[src/rtl/mem_arbiter_pkg.sv]
// Shared encodings and memory geometry defaults for the unified-memory arbiter.
// The memory instance uses the same width defaults.
package mem_arbiter_pkg;

  localparam int ADDR_W_DEF = 12;
  localparam int DATA_W_DEF = 16;

  typedef enum logic [1:0] {
    IDLE   = 2'd0,
    ACCESS = 2'd1,
    DONE   = 2'd2
  } state_t;

endpackage

[src/rtl/mem_arbiter_rr_arbiter2.sv]
// Two-requester round-robin grant. The grant is combinational; last_grant advances on update.
// On a tie the port that did not win last time is chosen; a lone requester always wins.
module rr_arbiter2 (
  input  logic clk,
  input  logic rst_n,
  input  logic req0,
  input  logic req1,
  input  logic update,
  output logic grant,
  output logic any_req
);

  logic last_grant;

  always_comb begin
    any_req = req0 | req1;
    if (req0 && req1) grant = ~last_grant;
    else              grant = req1;
  end

  // Resets to port 1 so that port 0 wins the first tie.
  always_ff @(posedge clk or negedge rst_n) begin
    if (!rst_n)      last_grant <= 1'b1;
    else if (update) last_grant <= grant;
  end

endmodule

[src/rtl/mem_arbiter.sv]
// Shares a single-port memory between instruction fetch (port 0) and load/store (port 1).
// Ack pulses 2+WAIT_CYCLES cycles after the request edge; a requester holds req until its ack.
module mem_arbiter
  import mem_arbiter_pkg::*;
#(
  parameter int ADDR_W      = ADDR_W_DEF,
  parameter int DATA_W      = DATA_W_DEF,
  parameter int WAIT_CYCLES = 0
) (
  input  logic              clk,
  input  logic              rst_n,
  input  logic              req0,
  input  logic              we0,
  input  logic [ADDR_W-1:0] addr0,
  input  logic [DATA_W-1:0] wdata0,
  output logic              ack0,
  input  logic              req1,
  input  logic              we1,
  input  logic [ADDR_W-1:0] addr1,
  input  logic [DATA_W-1:0] wdata1,
  output logic              ack1,
  output logic [DATA_W-1:0] rdata,
  output logic              busy,
  output logic              mem_read,
  output logic              mem_write,
  output logic [ADDR_W-1:0] mem_addr,
  output logic [DATA_W-1:0] mem_wdata,
  input  logic [DATA_W-1:0] mem_rdata
);

  localparam logic [3:0] WAIT_INIT = 4'(WAIT_CYCLES);

  state_t     state;
  logic [3:0] wait_cnt;
  logic       gnt;
  logic       gnt_q;
  logic       we_q;
  logic       any_req;
  logic       start;
  logic       sel_we;

  assign start  = (state == IDLE) && any_req;
  assign sel_we = gnt ? we1 : we0;

  rr_arbiter2 u_rr (
    .clk     (clk),
    .rst_n   (rst_n),
    .req0    (req0),
    .req1    (req1),
    .update  (start),
    .grant   (gnt),
    .any_req (any_req)
  );

  always_ff @(posedge clk or negedge rst_n) begin
    if (!rst_n) begin
      state     <= IDLE;
      wait_cnt  <= 4'd0;
      gnt_q     <= 1'b0;
      we_q      <= 1'b0;
      ack0      <= 1'b0;
      ack1      <= 1'b0;
      busy      <= 1'b0;
      mem_read  <= 1'b0;
      mem_write <= 1'b0;
      mem_addr  <= '0;
      mem_wdata <= '0;
      rdata     <= '0;
    end else begin
      ack0 <= 1'b0;
      ack1 <= 1'b0;
      case (state)
        IDLE: begin
          if (any_req) begin
            state     <= ACCESS;
            busy      <= 1'b1;
            gnt_q     <= gnt;
            we_q      <= sel_we;
            mem_addr  <= gnt ? addr1 : addr0;
            mem_wdata <= gnt ? wdata1 : wdata0;
            wait_cnt  <= WAIT_INIT;
            mem_read  <= ~sel_we;
            mem_write <= sel_we && (WAIT_INIT == 4'd0);
          end
        end
        ACCESS: begin
          if (wait_cnt == 4'd0) begin
            state     <= DONE;
            mem_read  <= 1'b0;
            mem_write <= 1'b0;
            ack0      <= ~gnt_q;
            ack1      <= gnt_q;
            if (!we_q) rdata <= mem_rdata;
          end else begin
            wait_cnt  <= wait_cnt - 4'd1;
            // Write strobe only in the last access cycle: exactly one memory write edge.
            mem_write <= we_q && (wait_cnt == 4'd1);
          end
        end
        DONE: begin
          state <= IDLE;
          busy  <= 1'b0;
        end
        default: begin
          state     <= IDLE;
          busy      <= 1'b0;
          mem_read  <= 1'b0;
          mem_write <= 1'b0;
        end
      endcase
    end
  end

endmodule
[config.mk]
export PLATFORM = sky130hd
export DESIGN_NAME = mem_arbiter
export DESIGN_NICKNAME = d
export VERILOG_FILES = /design/src/rtl/mem_arbiter_pkg.sv /design/src/rtl/mem_arbiter_rr_arbiter2.sv /design/src/rtl/mem_arbiter.sv
export SDC_FILE = /design/constraint.sdc
export NUM_CORES = 1
export LEC_CHECK = 0
export ABC_AREA = 1
export CORE_ASPECT_RATIO = 1.25
export CORE_MARGIN = 3
export CORE_UTILIZATION = 37
export CTS_CLUSTER_DIAMETER = 150
export DETAILED_ROUTE_END_ITERATION = 10
export PLACE_DENSITY = 0.87
export SLEW_MARGIN = 15
export SYNTH_ARGS = -nofsm -noshare
export SYNTH_HDL_FRONTEND = slang
export SYNTH_SLANG_ARGS = --single-unit
[constraint.sdc]
create_clock -name clk -period 1.5 [get_ports clk]
set_input_delay 0.225 -clock clk [delete_from_list [all_inputs] [get_ports clk]]
set_output_delay 0.225 -clock clk [all_outputs]
set_load 0.005 [all_outputs]
==> results.sh <==
export IMPL_synth_top_cell_by_area="dfrtp_1"
export IMPL_gp_congestion=0.7516
export IMPL_path_clk_slew_ns=0.06
export IMPL_clockRootBuffer="clkbuf_8"
export IMPL_drcViolationCount=0
export IMPL_design_area_um2=4214
export IMPL_layout_common_cells="clkdlybuf4s50_1, nand2_1, dfrtp_1"
export IMPL_synth_fp_nets=383
export IMPL_die_area_um2=8267
export IMPL_ys_flop_type="dfrtp_1"
export IMPL_crit_chain="clkdlybuf4s50_1"
export IMPL_vias=2552
export IMPL_ys_ff_latch=58
export IMPL_max_slew_margin_pct=79.71
export IMPL_cpMaxStageDelayCell="clkdlybuf4s50_1"
export IMPL_crit_family="buffers and inverters"
export IMPL_cts_inserted_buffers=9
export IMPL_antennaDiodeCount=0
export IMPL_hold_depth=1
export IMPL_syn_area_per_cell_um2=8.800
export IMPL_synth_top_area_share_pct=53.50
export IMPL_async_flop_share_pct=100.0
export IMPL_status="finished clean"
export IMPL_syn_area_um2=2666
export IMPL_ff2ff_setup_slack_ns=0.13
export IMPL_path_buf_inv=1
export IMPL_dr_pass1_iters=4
export IMPL_insertion_delay_ns=0.32
export IMPL_mostFrequentLayoutCell="clkdlybuf4s50_1"
export IMPL_critPathCaptureType="primary output"
export IMPL_start_util_pct=39.38
export IMPL_critical_path_max_fanout=2
export IMPL_finalMaxSlewViolations=0
export IMPL_htree_num_levels=3
export IMPL_gr_total_overflow=0
export IMPL_hold_path_class="reg2reg"
export IMPL_whs_ns=0.4326
export IMPL_post_dp_hpwl_um=5372
export IMPL_final_layout_size_suffix_gt1_share_pct=11.49
export IMPL_io_pins=127
export IMPL_wl_per_cell_um=13.65
export IMPL_grt_pass1_wl_um=11430
export IMPL_critical_path_startpoint="mem_addr[9]"
export IMPL_fin_util_pct=62.23
export IMPL_r2r_end="rdata[3]"
export IMPL_die_w_um=81.93
export IMPL_powerDensity_nw_per_um2=1845
export IMPL_holdPathEnd="ack0"
export IMPL_viasPerCell=4.806
export IMPL_ys_seq_area_share_pct=54.48
export IMPL_cts_setup_buffers=0
export IMPL_start_kind="flop"
export IMPL_antenna_found_initial=0
export IMPL_r2r_start="wait_cnt[0]"
export IMPL_setup_viol=0
export IMPL_dp_cells=514
export IMPL_synth_edff_count=0
export IMPL_cp_arrival_ns=1.20
export IMPL_rows=33
export IMPL_clock_sinks=58
export IMPL_cap_violations=0
export IMPL_power_leakage_nw=1.920
export IMPL_ir_drop_v=0.0008178
export IMPL_final_setup_skew_ns=0.005823
export IMPL_cp_required_ns=1.27
export IMPL_rsz0062_at_grt="no"
export IMPL_finalCritPeriodShare_pct=95.09
export IMPL_tns_ns=0
export IMPL_antenna_left=0
export IMPL_routed_wirelength_um=7250
export IMPL_fmax_mhz=701.1
export IMPL_fin_crit_ns=1.426
export IMPL_die_y_um=100.9
export IMPL_min_from="gnt_q"
export IMPL_r2r_cells=7
export IMPL_syn_inst=303
export IMPL_place_area_um2=4031
export IMPL_clockBufferDepth=2
export IMPL_syn2layout_area_growth_pct=58.05
export IMPL_synthDistinctLibCells=28
export IMPL_fin_nets=519
export IMPL_drtIter0Drc=85
export IMPL_crit_type="reg2out"
export IMPL_coreArea_um2=6771
export IMPL_finalNonFillerCells=531
export IMPL_final_hold_violation_count=0
export IMPL_tightest_slew_ns=0.3043
export IMPL_synth_warnings=0
export IMPL_synth_area_leaders="dfrtp_1, nand2_1, o21ai_1, nor2_1, o21ai_0"
export IMPL_port_buffers=126
export IMPL_cpPeakStageDelay_ns=0.51
export IMPL_grt_max_degree=59
export IMPL_grt_pass1_vias=2528
export IMPL_cts_tree="built"
export IMPL_grt_total_usage_pct=17.97
-- per-stage QoR --
step           total power, W  setup WS, ns
2_1_floorplan        0.004590        0.1337
3_3_place_gp         0.006428      -0.06496
3_5_place_dp         0.006595       -0.1308
4_1_cts              0.007857       0.04521
5_1_grt              0.008389      0.008038
6_report             0.007774       0.07362
-- per-layer routing --
metal	track usage, %	part of all wire (%)	vias to the layer above
met2	31.24	52	105
met3	6.082	9.6	9
met4	7.673	1.6	0
met5	0	0	-
met1	19.53	37	1186
li1	-	-	1252
-- synth_stat cells, types with 3 or more instances --
library cell and count:
nor2_1 36, buf_6 7, buf_2 4, o21ai_0 23, nand2_1 82, nand3_1 20
inv_1 10, dfrtp_1 57, inv_2 3, o21ai_2 10, o21ai_1 29
-- sequential cells by signal, indices dropped and copies added, names as in the netlist --
signal,count
ack0,1
ack1,1
busy,1
gnt_q,1
mem_addr,12
mem_read,1
mem_wdata,16
mem_write,1
rdata,16
state,2
u_rr.last_grant,1
wait_cnt,4
we_q,1
-- report_power, final --
| part | leakage [nW] | switching (W) | total (W) | internal [W] |
|---|---|---|---|---|
| clock network | 0.0872 | 0.000572 | 0.00121 | 0.000638 |
| registers | 0.709 | 0.000405 | 0.00274 | 0.00233 |
| logic | 1.12 | 0.00181 | 0.00383 | 0.00202 |
| total | 1.92 | 0.00278 | 0.00777 | 0.00499 |
-- how the worst max path moves through the flow --
| stage | cells after the start | to | slack, ns |
|---|---|---|---|
| after global placement | 5 | mem_wdata[0] | -0.06 |
| after global routing | 7 | rdata[9] | 0.008 |
| final | 1 | mem_addr[9] | 0.07 |
| after floorplan | 8 | rdata[0] | 0.13 |
| after CTS | 1 | mem_wdata[11] | 0.05 |
| after detailed placement | 5 | mem_addr[8] | -0.13 |
-- cell type report --
cell class              count  area (um^2)
fillers                   587         2557
flip-flops and latches     58         1453
repair buffers            140         1393
multi-input cells         215         1035
clock buffers              13        148.9
well taps                  87        108.9
inverters                  15        61.31
clock inverters             3        15.01
-- worst reg2reg max path, delay by kind of cell, from the launching register on --
family                   cells  cell delay, ns
adder cells (fa/ha/maj)      1            0.20
buffers and inverters        2            0.26
AND/OR/NAND/NOR              4            0.47
flip-flops                   1            0.38
-- cells by family (layout without fill, tap and decap cells) --
group	count (synthesis)	in the layout	synth area share (%)
buffers and inverters	30	171	6.804
AND/OR/NAND/NOR	147	147	23.37
AO/OA/AOI/OAI	66	66	14.41
adder cells (fa/ha/maj)	2	2	0.9384
flip-flops	58	58	54.48
-- repair_timing --
action,CTS,global route
endpoints found under the setup margin,0,12
endpoints found under the hold margin,57,0
resized for setup,0,3
hold buffers,1,0
Note: power is estimated with default switching activity, not from simulation.
==> patch 1: new RTL, same settings <==
Set the package constant `ADDR_W_DEF` to 13 (it was 12).
--- a/src/rtl/mem_arbiter_pkg.sv
+++ b/src/rtl/mem_arbiter_pkg.sv
@@ -3,5 +3,5 @@
 package mem_arbiter_pkg;
 
-  localparam int ADDR_W_DEF = 12;
+  localparam int ADDR_W_DEF = 13;
   localparam int DATA_W_DEF = 16;
 
Interface: changed (resized addr0, addr1 and mem_addr); port bits go from 127 to 130. The function was not compared with the original's and may differ.
==> patch 1 against the original RTL <==
Total power up 11%. Wire length increased by 4.5%. Largest cell class unchanged. Combinational power grew 2%. Critical endpoint is now mem_wdata[0]. Setup slack worse by 0.023 ns. Count of clock-buffer cells in the layout decreased by 4. Critical path type unchanged. Cell area up 4.3%. Sequential cell count up 1. Synthesized area is 0.61% lower.
==> patch 1: results <==
[routing]
drt-total-wl_microns = 7580
detail-route-antenna-nets = 0
vias = 2658
first_iter_violations = 87
vias_per_cell = 4.93

[placed_design]
gp_congestion = 0.841
io_buffers = 129
dp_hpwl_microns = 5610

[global_routing]
grt_max_degree = 60
grt_pass1_wl_microns = 11700
grt_pass1_vias = 2628
grt.total_usage_pct = 18.4

[yosys]
yosysSeqAreaShare_pct = 55.8
synth_cell_types = 27
synthesis.instances = 308
synth_common_cells = "84 x nand2_1, 58 x dfrtp_1, 37 x nor2_1"
async_flop_share_pct = 100
synth_area_leaders = "dfrtp_1 55%, nand2_1 12%, o21ai_0 6.6%"

[power_and_ir_drop]
leakage_nw = 1.99
ir_worst_vdd_uv = 929

[timing]
skew_ns = 0.00790
relSlewSlack_pct = 73.8

[finish]
layout.nets = 529
drive_gt1_share_pct = 9.73
fillerInstances = 598
top_regs = "mem_wdata (16), rdata (16), mem_addr (13)"

[critical_path]
cpPeakStageDelay_ns = 0.55
arrival_ns = 1.22

[outcome]
status = "completed"

[min_path]
worstHoldPathType = "input pin to async pin"
## patch 1: changes by cell type in the layout (fill, tap and decap cells not counted), moves of 3 or more
cell / before / now
o21ai_1: 29 / 32
o21ai_0: 23 / 32
clkbuf_1: 3 / 0
o21ai_2: 10 / 0
buf_4: 10 / 7
bufinv_16: 0 / 4
## patch 1: repair_timing
action | in CTS | in global routing
endpoints found under the setup margin | 1 | 26
gates resized for setup | 1 | 11
endpoints found under the hold margin | 58 | 0
pin swaps | 0 | 1
hold buffers | 1 | 0
buffers inserted | 0 | 0
## patch 1: kinds of logic after synthesis
family,count (synthesis),share of synthesized area (%)
and+or+nand+nor,149,23.7
AOI/OAI and AO/OA,68,13.5
DFF,59,55.8
buffers and inverters,30,6.14
adders and majority gates,2,0.944
## patch 1: cell type report
| cell class | instances | area, sq um | area share, % |
|---|---|---|---|
| well taps | 87 | 109 | 2.48 |
| repair buffers | 143 | 1450 | 33.1 |
| multi-input cells | 219 | 1030 | 23.4 |
| inverters | 15 | 61.3 | 1.40 |
| flip-flops and latches | 59 | 1480 | 33.6 |
| clock buffers | 9 | 124 | 2.82 |
| clock inverters | 7 | 140 | 3.19 |
## patch 1: per-stage QoR
stage               util [%]  hold slack, ns  cell area [sq um]  setup slack, ns
global route            64.9           0.435               4390          0.00388
finish                  64.9           0.428               4390           0.0506
floorplan                  -         -0.0706               2650            0.141
global placement        60.4           0.253               4090          -0.0823
detailed placement      60.4           0.255               4090           -0.126
CTS                     64.5           0.422               4370           0.0328
## patch 1: final timing paths
path	from	end	slack, ns	cells past startpoint
setup / recovery	mem_wdata[0]	mem_wdata[0]	0.05	1
hold / removal	rst_n	mem_addr[7]	0.43	3
setup reg to reg	u_rr.last_grant	mem_addr[0]	0.09	6
hold reg to reg	gnt_q	ack0	0.43	1
max in group asynchronous	rst_n	u_rr.last_grant	0.75	3
min in group clk	gnt_q	ack0	0.43	1
## patch 1: layer usage
metal  share of wire [%]  up-vias  GRT usage [%]
met4                 2.1        0           7.93
met2                  53      109           33.3
met1                  38     1259           19.6
met3                 7.4       15           5.10
li1                    -     1275              -
met5                   0        -              0
## patch 1: worst register-to-register path: stages, from the launching register on
cell	delay [ns]
dfstp_2	0.54
nand2_1	0.07
nand2_1	0.13
inv_1	0.11
buf_12	0.17
o21ai_0	0.20
o21ai_1	0.08
## patch 1: where the power goes
group	total, W	internal (W)	leakage [nW]	switching (W)
Combinational	0.00392	0.00208	1.15	0.00184
Sequential	0.00281	0.00237	0.721	0.000440
Clock	0.00190	0.00127	0.125	0.000633
==> patch 2: new RTL, config.mk and constraints unchanged <==
Made on the original files. Re-encode `state_t` (3 states) as one-hot, 3 bits wide.
--- a/src/rtl/mem_arbiter_pkg.sv
+++ b/src/rtl/mem_arbiter_pkg.sv
@@ -6,8 +6,8 @@
   localparam int DATA_W_DEF = 16;
 
-  typedef enum logic [1:0] {
-    IDLE   = 2'd0,
-    ACCESS = 2'd1,
-    DONE   = 2'd2
+  typedef enum logic [2:0] {
+    IDLE   = 3'b001,
+    ACCESS = 3'b010,
+    DONE   = 3'b100
   } state_t;
 
Formal check against the unedited RTL: no difference found for any inputs over 10 cycles, from zero or initial values and one cycle with rst_n low; not proved beyond that.
==> patch 2 against the original RTL <==
Sequential share of layout area fell by 0.23 points. Synthesized area rose by 0.38%. Register-to-register slack got worse by 0.03 ns. Wire length rose by 6.0%. First-iteration DRC count rose by 35%. Sequential cell count rose by 1. Cell area rose by 2.5%. Setup slack got worse by 0.021 ns. Total power rose by 6.3%. Critical endpoint is now mem_addr[8]. Largest power group unchanged.
==> patch 2: results <==
[routing]
dr.pass1.iters = 5
met2_length_microns = 3950
dr_wl_met3_microns = 598
drt-total-wl_microns = 7690
vias = 2672
met1_length_microns = 2950

[placed_design]
dp_hpwl_microns = 5910
pre_cts_slack_ns = -0.0990
dpl_cell_area_sq_um = 4090
gp_congestion = 0.812

[global_routing]
grt_pass1_wl_microns = 12100
grt_max_degree = 30
grt_util_met2_pct = 33.4
grt.total_usage_pct = 19.1

[timing]
skew_ns = 0.0128
worstMarginPinSlew_ns = 0.491
worst_slack_ns = 0.0522

[power_and_ir_drop]
ir_worst_vdd_uv = 1040
leakage_nw = 1.98

[critical_path]
reg2reg_to = "rdata[14]"
critPathCapture = "mem_addr[8]"
r2r-start = "wait_cnt[1]"
reg2reg_slack_ns = 0.10
cpPeakStageDelay_ns = 0.53
cp-startpoint = "mem_addr[8]"

[yosys]
syn_avg_cell_area_sq_um = 8.52
synth_cell_types = 23
synth_area_leaders = "dfrtp_1 53%, nand2_1 13%, o21ai_0 5.8%"
syn_nets = 394

[clocking]
postCtsSetupRepairBufs = 0

[finish]
drive_gt1_share_pct = 10.5
n_antenna_cell = 0

[min_path]
worstHoldPathType = "input pin to async pin"

[outcome]
status = "completed"
-- patch 2: changes by cell type after synthesis, sizes merged --
cell and change:
dfstp +1, o211ai -1, xor2 +1, nand4 -2
o21ai -4, nand3 +10, a21oi -1, nand2 +9
nor2 -2
-- patch 2: kinds of logic after synthesis --
family,synth area share [%]
flip-flops,55.3
XOR/XNOR,0.327
buffers and inverters,5.94
AO/OA/AOI/OAI,11.3
adder cells (fa/ha/maj),0.935
AND/OR/NAND/NOR,26.2
-- patch 2: power by group --
group	switching (W)	leakage, nW	internal (W)
Clock	0.000629	0.0915	0.000691
Sequential	0.000479	0.723	0.00240
Combinational	0.00191	1.16	0.00216
Total	0.00302	1.98	0.00524
-- patch 2: final cells by class --
type / count / area [sq um]
fillers: 625 / 2660
flip-flops and latches: 59 / 1480
repair buffers: 143 / 1430
multi-input cells: 225 / 1050
clock buffers: 11 / 151
well taps: 90 / 113
inverters: 15 / 56.3
clock inverters: 5 / 37.5
